===== src/rtl/addr_gen_if.sv =====
// AVR-side control and SRAM address bus of addr_gen, with master (AVR/bench)
// and slave (addr_gen) views.
interface addr_gen_if #(
   parameter int ADDR_W = 21,
   parameter int STEP_W = 4
);
   logic              avr_si;
   logic              avr_sreg_en_n;
   logic              avr_counter_n;
   logic [STEP_W-1:0] step;
   logic [1:0]        mode;
   logic [ADDR_W-1:0] wrap_mask;
   logic [ADDR_W-1:0] sram_addr;
   logic              addr_wrap;
   logic              avr_so;

   modport master (
      output avr_si, avr_sreg_en_n, avr_counter_n, step, mode, wrap_mask,
      input  sram_addr, addr_wrap, avr_so
   );

   modport slave (
      input  avr_si, avr_sreg_en_n, avr_counter_n, step, mode, wrap_mask,
      output sram_addr, addr_wrap, avr_so
   );
endinterface


===== src/rtl/addr_gen.sv =====
// Serially loaded SRAM address register with programmable up/ring/down stepping.
// Define ADDR_GEN_READBACK_EN to shift the current address out on avr_so while loading.
module addr_gen #(
   parameter int ADDR_W          = 21,
   parameter int STEP_W          = 4,
   parameter bit SHIFT_MSB_FIRST = 1'b1
) (
   input logic       avr_clk,
   input logic       avr_reset,
   addr_gen_if.slave bus
);
   logic [ADDR_W-1:0] shadow_r;
   logic [ADDR_W-1:0] shadow_nxt_s;
   logic [ADDR_W-1:0] shadow_shift_s;
   logic [ADDR_W-1:0] addr_r;
   logic [ADDR_W-1:0] addr_nxt_s;
   logic [ADDR_W-1:0] step_ext_s;
   logic [ADDR_W:0]   sum_s;
   logic [ADDR_W:0]   diff_s;
   logic [ADDR_W:0]   field_sum_s;
   logic              wrap_r;
   logic              wrap_nxt_s;
   logic              en_d_r;
   logic              cnt_d_r;
   logic              commit_s;
   logic              step_req_s;

   // Edge detection on the AVR pins and the widened step arithmetic.
   always_comb begin
      commit_s    = ~en_d_r & bus.avr_sreg_en_n;
      step_req_s  = cnt_d_r & ~bus.avr_counter_n;
      step_ext_s  = ADDR_W'(bus.step);
      sum_s       = {1'b0, addr_r} + {1'b0, step_ext_s};
      diff_s      = {1'b0, addr_r} - {1'b0, step_ext_s};
      field_sum_s = {1'b0, addr_r & bus.wrap_mask} + {1'b0, step_ext_s};
   end

   // Shadow register: serial load, otherwise idle or tracking the address.
   always_comb begin
      shadow_shift_s = shadow_r;
      if (SHIFT_MSB_FIRST) begin
         shadow_shift_s = {shadow_r[ADDR_W-2:0], bus.avr_si};
      end else begin
         shadow_shift_s = {bus.avr_si, shadow_r[ADDR_W-1:1]};
      end

      shadow_nxt_s = shadow_r;
      if (!bus.avr_sreg_en_n) begin
         shadow_nxt_s = shadow_shift_s;
`ifdef ADDR_GEN_READBACK_EN
      end else if (!commit_s) begin
         shadow_nxt_s = addr_r;
      end else begin
         shadow_nxt_s = shadow_r;
      end
`else
      end else begin
         shadow_nxt_s = shadow_r;
      end
`endif
   end

   // Address update: commit has priority over a step in the same cycle.
   always_comb begin
      addr_nxt_s = addr_r;
      wrap_nxt_s = 1'b0;
      if (commit_s) begin
         addr_nxt_s = shadow_r;
      end else if (step_req_s) begin
         case (bus.mode)
            2'b00: begin
               addr_nxt_s = sum_s[ADDR_W-1:0];
               wrap_nxt_s = sum_s[ADDR_W];
            end
            2'b01: begin
               // Ring field is assumed contiguous from bit 0, so the carry
               // out of the field shows up as a sum above the mask.
               addr_nxt_s = (addr_r & ~bus.wrap_mask) | (sum_s[ADDR_W-1:0] & bus.wrap_mask);
               wrap_nxt_s = (bus.wrap_mask != {ADDR_W{1'b0}}) &&
                            (field_sum_s > {1'b0, bus.wrap_mask});
            end
            2'b10: begin
               addr_nxt_s = diff_s[ADDR_W-1:0];
               wrap_nxt_s = diff_s[ADDR_W];
            end
            2'b11: begin
               addr_nxt_s = addr_r;
               wrap_nxt_s = 1'b0;
            end
            default: begin
               addr_nxt_s = addr_r;
               wrap_nxt_s = 1'b0;
            end
         endcase
      end else begin
         addr_nxt_s = addr_r;
         wrap_nxt_s = 1'b0;
      end
   end

   // State registers with synchronous reset; edge registers idle high.
   always_ff @(posedge avr_clk) begin
      if (avr_reset) begin
         shadow_r <= {ADDR_W{1'b0}};
         addr_r   <= {ADDR_W{1'b0}};
         wrap_r   <= 1'b0;
         en_d_r   <= 1'b1;
         cnt_d_r  <= 1'b1;
      end else begin
         shadow_r <= shadow_nxt_s;
         addr_r   <= addr_nxt_s;
         wrap_r   <= wrap_nxt_s;
         en_d_r   <= bus.avr_sreg_en_n;
         cnt_d_r  <= bus.avr_counter_n;
      end
   end

   assign bus.sram_addr = addr_r;
   assign bus.addr_wrap = wrap_r;
`ifdef ADDR_GEN_READBACK_EN
   assign bus.avr_so = SHIFT_MSB_FIRST ? shadow_r[ADDR_W-1] : shadow_r[0];
`else
   assign bus.avr_so = 1'b0;
`endif
endmodule


===== src/flat_wrapper.sv =====
// flat-port wrapper written by rule: the top's interface ports become plain ports
module addr_gen_flat 
#(
   parameter int ADDR_W          = 21,
   parameter int STEP_W          = 4,
   parameter bit SHIFT_MSB_FIRST = 1'b1
)
  (avr_clk, avr_reset, bus_avr_si, bus_avr_sreg_en_n, bus_avr_counter_n, bus_step, bus_mode, bus_wrap_mask, bus_sram_addr, bus_addr_wrap, bus_avr_so);
  addr_gen_if #(.ADDR_W(ADDR_W), .STEP_W(STEP_W)) bus_i ();
  input logic avr_clk;
  input logic avr_reset;
  input wire logic [$bits(bus_i.avr_si)-1:0] bus_avr_si;
  input wire logic [$bits(bus_i.avr_sreg_en_n)-1:0] bus_avr_sreg_en_n;
  input wire logic [$bits(bus_i.avr_counter_n)-1:0] bus_avr_counter_n;
  input wire logic [$bits(bus_i.step)-1:0] bus_step;
  input wire logic [$bits(bus_i.mode)-1:0] bus_mode;
  input wire logic [$bits(bus_i.wrap_mask)-1:0] bus_wrap_mask;
  output wire logic [$bits(bus_i.sram_addr)-1:0] bus_sram_addr;
  output wire logic [$bits(bus_i.addr_wrap)-1:0] bus_addr_wrap;
  output wire logic [$bits(bus_i.avr_so)-1:0] bus_avr_so;
  assign bus_i.avr_si = bus_avr_si;
  assign bus_i.avr_sreg_en_n = bus_avr_sreg_en_n;
  assign bus_i.avr_counter_n = bus_avr_counter_n;
  assign bus_i.step = bus_step;
  assign bus_i.mode = bus_mode;
  assign bus_i.wrap_mask = bus_wrap_mask;
  assign bus_sram_addr = bus_i.sram_addr;
  assign bus_addr_wrap = bus_i.addr_wrap;
  assign bus_avr_so = bus_i.avr_so;
  addr_gen #(.ADDR_W(ADDR_W), .STEP_W(STEP_W), .SHIFT_MSB_FIRST(SHIFT_MSB_FIRST)) u_core (.avr_clk(avr_clk), .avr_reset(avr_reset), .bus(bus_i));
endmodule

===== config.mk =====
export PLATFORM = sky130hd
export DESIGN_NAME = addr_gen_flat
export DESIGN_NICKNAME = d
export VERILOG_FILES = /design/src/rtl/addr_gen_if.sv /design/src/rtl/addr_gen.sv /design/src/flat_wrapper.sv
export SDC_FILE = /design/constraint.sdc
export NUM_CORES = 1
export LEC_CHECK = 0
export CAP_MARGIN = 5
export CORE_MARGIN = 5
export CORE_UTILIZATION = 55
export DETAILED_ROUTE_END_ITERATION = 10
export GPL_TIMING_DRIVEN = 0
export HOLD_SLACK_MARGIN = 0.08
export PLACE_DENSITY = 0.79
export SLEW_MARGIN = 15
export SYNTH_ARGS = -nofsm -noshare
export SYNTH_HDL_FRONTEND = slang
export SYNTH_SLANG_ARGS = --single-unit

===== constraint.sdc =====
create_clock -name avr_clk -period 4.3 [get_ports avr_clk]
set_input_delay 0.645 -clock avr_clk [delete_from_list [all_inputs] [get_ports avr_clk]]
set_output_delay 0.645 -clock avr_clk [all_outputs]
set_load 0.01 [all_outputs]

==> results_dict.tcl, run 1 <==
set metrics [dict create \
    num_antenna_cells 0 \
    ys_ff_latch 45 \
    antenna_left 0 \
    async_flop_share_pct 0 \
    htreeDepth 2 \
    final_util_pct 66.8 \
    clkSinkCount 45 \
    rows 33 \
    synth_area_leaders "dfxtp_1, ha_1, nand2_1" \
    antenna_found_initial 0 \
    die_y_um 102 \
    yosys_warnings 0 \
    postPlaceCellArea_um2 5300 \
    timing.final.crit_share_pct 95.3 \
    crit_required_ps 4540 \
    synth-adder-area-share_pct 11.2 \
    powerDensity_nw_per_um2 233 \
    nFillCells 739 \
    grt_overflow 0 \
    final_area_um2 5490 \
    cp_max_fo 6 \
    cp.depth 17 \
    maxCapViolCount 0 \
    routed_wire_length_per_instance_um 20.3 \
    grt_max_degree 14 \
    layout-area-overhead-vs-synth_pct 17.7 \
    synth_top_family_by_area "simple AND/OR/NAND/NOR gates" \
    final_max_slew_viol_count 0 \
    hold_violations 0 \
    critPathTopFamily "simple AND/OR/NAND/NOR gates" \
    synthXorXnorAreaFrac_pct 6.95 \
    synth_edf_count 0 \
    dieArea_um2 10400 \
    cpPeakStageDelay_ps 480 \
    synthMuxAreaShare_pct 5.67 \
    cp-end-kind "flop" \
    wl_um 16300 \
    crit_slowest_cell "dfxtp_1" \
    cts_buffer_depth 2 \
    vias 5163 \
    place_congestion 0.991 \
    synth_nets 709 \
    crit_buf_inv 1 \
    hold_depth 2 \
    cts_root_buf "clkbuf_8" \
    synth_top_area_share_pct 19.3 \
    yosysSeqAreaShare_pct 19.3 \
    synth_area_um2 4660 \
    track_usage_pct 30.5 \
    synth_area_per_cell_um2 7.31 \
    synth_cells 637 \
    worstMarginPinSlew_ps 745 \
    grt_pass1_vias 4758 \
    die_w_um 102 \
    setup_tns_ps 0 \
    drive_above_1_share_pct 6.15 \
    peakVddDrop_uv 206 \
    cts_hold_buf 0 \
    ios 55 \
    fmax_mhz 244 \
    viasPerCell 6.42 \
    clk_pin_slew_worst_paths_ps 100 \
    critPathArrivalTime_ps 4340 \
    fin_nets 770 \
    crit_top_cell "o21ai_0" \
    synth_cell_types 71 \
    cts_made_buffers 5 \
    yosys.area_share.simple_pct 27.4 \
    leakagePower_uw 0.00226 \
    finalSetupViolCount 0 \
    ff2ff_path_depth 17 \
    synth_top_area_cell "dfxtp_1" \
    crit_chain "and2_1 > ha_2 > inv_1 > fa_1 > nor2b_1 > o21ai_0 > a211o_2 > or3_4 > nor3_2 > xnor2_1 > ha_1 > and4_1 > nand4_1 > nor4_4 > o2bb2ai_2 > a2111oi_2 > o21ai_0" \
    grt_pass1_wl_um 24900 \
    start_util_pct 56.7 \
    crit_type "reg -> reg" \
    hpwl_um 12700 \
    hp-class "reg -> reg" \
    setup_slack_ps 200 \
    ys.flop_type "dfxtp_1" \
    finClkSkew_ps 12.0 \
    crit_path_start_kind "flop" \
    core_um2 8220 \
    port_buffers 51 \
    drtPass1Iterations 6 \
    fin_crit_ps 4100 \
    status "complete, no violations" \
    synth_compound_area_share_pct 22.2 \
    dp_slack_ps -641 \
    cts_tree "built" \
    clk_latency_ps 310 \
    drt_iter0_drc 620 \
    max_slew_margin_pct 49.1 \
    drc 0 \
]
==> cells in the mapped netlist (6+ instances only) <==
cell type  instances
dfxtp_1           45
or3_1              8
xor2_1            22
nor2_1            55
mux2i_1           23
a21oi_1           41
buf_1             10
xnor2_1           15
ha_1              37
nor4_1            18
a21o_1             7
nor2b_1            8
inv_1             41
clkbuf_1          29
nand4_1           16
nand2_1           63
a221oi_1           8
nor3_1            24
nand3_1           17
a211oi_1           8
a31oi_1            6
o21ai_0           30
==> routing by layer <==
layer / global-route usage (%) / vias to the layer above / share of wire (%)
met5: 0 / - / 0
li1: - / 2438 / -
met3: 3.34 / 23 / 9.6
met1: 43.4 / 2411 / 43
met2: 49.7 / 291 / 46
met4: 7.06 / 0 / 1.5
==> flip-flops by register name, indices dropped and copies added (netlist names) <==
register and flops:
u_core.bus.addr_wrap 1, u_core.en_d_r 1, u_core.shadow_r 21, u_core.bus.sram_addr 21, u_core.cnt_d_r 1
==> kinds of logic after synthesis <==
family	after synthesis
DFF	45
other	1
muxes	26
buffers and inverters	86
AOI/OAI and AO/OA	153
and+or+nand+nor	249
adders and majority gates	40
xor gates and xnor gates	37
==> worst reg2reg max path: stages, from the launching register on <==
cell and delay (ps):
dfxtp_1 480, and2_1 180, ha_2 170, inv_1 50, fa_1 400, nor2b_1 120
o21ai_0 120, a211o_2 410, or3_4 400, nor3_2 130, xnor2_1 90, ha_1 350
and4_1 210, nand4_1 190, nor4_4 380, o2bb2ai_2 160, a2111oi_2 50, o21ai_0 150
==> power by group <==
| group | internal (uW) | switching (uW) |
|---|---|---|
| combinational | 192 | 281 |
| clock | 190 | 162 |
| sequential | 431 | 20.8 |
==> through the flow <==
step                hold WS, ps  instances  total power, uW
finish                      514        804             1280
global route                539        804             1330
CTS                         503        801             1270
detailed placement          485        793              916
global placement            489        793              908
floorplan                   442        637              758
==> path summary, 6_finish.rpt <==
| path | startpoint | endpoint | slack [ps] |
|---|---|---|---|
| worst max-delay path | u_core.bus.sram_addr[0]$_SDFFE_PP0P_ | u_core.bus.addr_wrap$_SDFF_PP0_ | 200 |
| worst min-delay path | u_core.shadow_r[9]$_SDFFE_PP0N_ | u_core.bus.sram_addr[9]$_SDFFE_PP0P_ | 510 |
| worst max register to register | u_core.bus.sram_addr[0]$_SDFFE_PP0P_ | u_core.bus.addr_wrap$_SDFF_PP0_ | 200 |
| worst min register to register | u_core.shadow_r[9]$_SDFFE_PP0N_ | u_core.bus.sram_addr[9]$_SDFFE_PP0P_ | 510 |
==> cell type report <==
type	instances	area, um^2	share of cell area [%]
clock inverters	1	30.0	0.547
inverters	41	154	2.81
clock buffers	7	86.3	1.57
flip-flops and latches	45	901	16.4
repair buffers	54	538	9.81
multi-input cells	506	3470	63.2
well taps	105	131	2.39
plain buffers	45	179	3.26
==> cells in the final DEF, fill, tap and decap left out, types with 4 or more instances in the layout <==
master           synthesis  layout
xnor2_1                 15      15
nor2b_1                  8       8
nand2b_1                 4       4
clkbuf_8                 0       6
a41o_1                   4       4
o31ai_1                  4       4
nand2_1                 63      63
clkbuf_1                29      30
clkdlybuf4s50_1          0      46
nor4_1                  18      17
or2_2                    4       4
a221oi_1                 8       8
and3_1                   5       5
a21o_1                   7       7
o211ai_1                 4       4
nand3_1                 17      17
and4_1                   5       5
o21ai_0                 30      30
xor2_1                  22      22
buf_4                    1       4
buf_2                    5       5
dfxtp_1                 45      45
a2111oi_0                5       4
nor4_2                   4       4
inv_1                   41      41
nor3_1                  24      23
dlymetal6s2s_1           0       4
buf_1                   10      10
nand4_1                 16      16
a211oi_1                 8       8
nor2_1                  55      55
o22ai_1                  4       4
mux2i_1                 23      23
or3_1                    8       7
ha_1                    37      36
a31oi_1                  6       6
and2_1                   4       4
a21oi_1                 41      41
==> repair_timing <==
| item | in CTS | in global routing |
|---|---|---|
| setup endpoints to repair | 1 | 1 |
| resized for setup | 4 | 12 |
| pin swaps | 2 | 4 |
| setup buffers | 0 | 3 |
No activity file was read; power rests on OpenSTA's default activity.
==> run 2: changes to the inputs <==
--- a/config.mk
+++ b/config.mk
@@ -5,13 +5,13 @@
 export SDC_FILE = /design/constraint.sdc
 export NUM_CORES = 1
 export LEC_CHECK = 0
-export CAP_MARGIN = 5
 export CORE_MARGIN = 5
 export CORE_UTILIZATION = 55
 export DETAILED_ROUTE_END_ITERATION = 10
 export GPL_TIMING_DRIVEN = 0
 export HOLD_SLACK_MARGIN = 0.08
 export PLACE_DENSITY = 0.79
+export SETUP_SLACK_MARGIN = 0.05
 export SLEW_MARGIN = 15
 export SYNTH_ARGS = -nofsm -noshare
 export SYNTH_HDL_FRONTEND = slang
==> results_dict.tcl, run 2 (synthesized netlist as in run 1, its figures left out) <==
set metrics [dict create \
    status "complete, no violations" \
    timing.final.crit_share_pct 93.6 \
    grt_pass1_wl_um 25000 \
    die_w_um 102 \
    grt_overflow 0 \
    viasPerCell 6.46 \
    r2r_setup_slack_ps 320 \
    finalSetupViolCount 0 \
    wl_um 16200 \
    grt_use_met1_pct 43.6 \
    track_usage_pct 30.6 \
    place_congestion 0.991 \
    dieArea_um2 10400 \
    drc 0 \
    crit_type "in -> reg" \
    num_antenna_cells 0 \
    postPlaceCellArea_um2 5300 \
    drtPass1Iterations 6 \
    htreeDepth 2 \
    ios 55 \
    final_max_slew_viol_count 0 \
    fin_nets 769 \
    final_cells 803 \
    mostFrequentLayoutCells "nand2_1, nor2_1, clkdlybuf4s50_1" \
    met3_usage_pct 3.41 \
    powerDensity_nw_per_um2 233 \
    rsz0062_at_grt "false" \
    cts_buffer_depth 2 \
    die_y_um 102 \
    vias 5184 \
    crit_path_start_kind "input pin" \
    fmax_mhz 249 \
    antenna_found_initial 0 \
    final_common_cell "nand2_1" \
    clk_pin_slew_worst_paths_ps 100 \
    clkSinkCount 45 \
    crit_required_ps 4540 \
    leakagePower_uw 0.00226 \
    fin_crit_ps 4020 \
    cts_hold_buf 0 \
    busiest_layer "met2" \
    hp-class "reg -> reg" \
    critPathArrivalTime_ps 4270 \
    grt_pass1_vias 4759 \
    cts_tree "built" \
    maxCapViolCount 0 \
    layout-area-overhead-vs-synth_pct 17.6 \
    hold_violations 0 \
    cp_max_fo 4 \
    hpwl_um 12700 \
    final_area_um2 5480 \
    routed_wire_length_per_instance_um 20.2 \
    start_util_pct 56.7 \
    cts_root_buf "clkbuf_8" \
    grt_util_met2_pct 50.2 \
    rows 33 \
    finClkSkew_ps 13.0 \
    port_buffers 51 \
    drt_iter0_drc 587 \
    final_util_pct 66.7 \
    drive_above_1_share_pct 6.16 \
    cp-end-kind "flop" \
    max_slew_margin_pct 47.3 \
    worstMarginPinSlew_ps 771 \
    placed_cells 793 \
    peakVddDrop_uv 205 \
    cts_made_buffers 5 \
    antenna_left 0 \
    nFillCells 736 \
    clk_latency_ps 310 \
    grt_max_degree 14 \
    core_um2 8220 \
]
-- run 2: cell types whose count changed in the layout (fill, tap and decap cells not counted), sizes merged --
| cell | before | now |
|---|---|---|
| buf | 19 | 18 |
-- run 2: area by class of cell --
cell class              count  area (um^2)  area share [%]
plain buffers              45          179            3.26
clock inverters             1         30.0           0.548
well taps                 105          131            2.40
multi-input cells         506         3470            63.3
clock buffers               7         86.3            1.58
repair buffers             53          531            9.68
inverters                  41          154            2.81
flip-flops and latches     45          902            16.5
-- run 2: stage by stage --
| stage | total power [uW] | hold WS [ps] | worst slack [ps] | TNS [ps] |
|---|---|---|---|---|
| global placement | 908 | 489 | -584 | -584 |
| finish | 1280 | 510 | 276 | 0 |
| global route | 1330 | 539 | 22.2 | 0 |
| floorplan | 758 | 442 | 445 | 0 |
| detailed placement | 916 | 485 | -641 | -641 |
| CTS | 1270 | 503 | 63.4 | 0 |
-- run 2: repair_timing --
item	in CTS	in global routing
buffers inserted	1	1
pin swaps	2	4
gates resized for setup	4	13
endpoints found under the setup margin	1	1
-- run 2: critical path: stages --
cell and delay (ps):
clkbuf_2 150, and2_1 150, ha_2 170, inv_1 50
fa_1 400, nor2b_1 110, o21ai_0 120, a211o_2 400
or3_4 400, nor3_2 130, xnor2_1 90, ha_1 340
and4_1 200, nand4_1 200, nor4_4 370, o2bb2ai_2 150
a2111oi_2 50, o21ai_0 140
-- run 2: power by group --
part	internal [uW]	total (uW)	switching [uW]	leakage (uW)
Sequential	431	452	20.5	0.000366
Clock	190	355	165	0.0000585
Combinational	192	473	281	0.00184
Total	813	1280	466	0.00226
-- run 2: layer usage --
layer | vias to the layer above | part of all wire [%]
met5 | - | 0
met4 | 0 | 2.1
met3 | 29 | 9.5
met2 | 319 | 45
met1 | 2403 | 43
li1 | 2433 | -
-- run 2: final timing paths --
path	cells after the start	endpoint	start
max reg2reg	15	u_core.bus.addr_wrap$_SDFF_PP0_	u_core.bus.sram_addr[1]$_SDFFE_PP0P_
max	18	u_core.bus.addr_wrap$_SDFF_PP0_	bus_wrap_mask[0]
min	2	u_core.bus.sram_addr[9]$_SDFFE_PP0P_	u_core.shadow_r[9]$_SDFFE_PP0N_
min reg2reg	2	u_core.bus.sram_addr[9]$_SDFFE_PP0P_	u_core.shadow_r[9]$_SDFFE_PP0N_
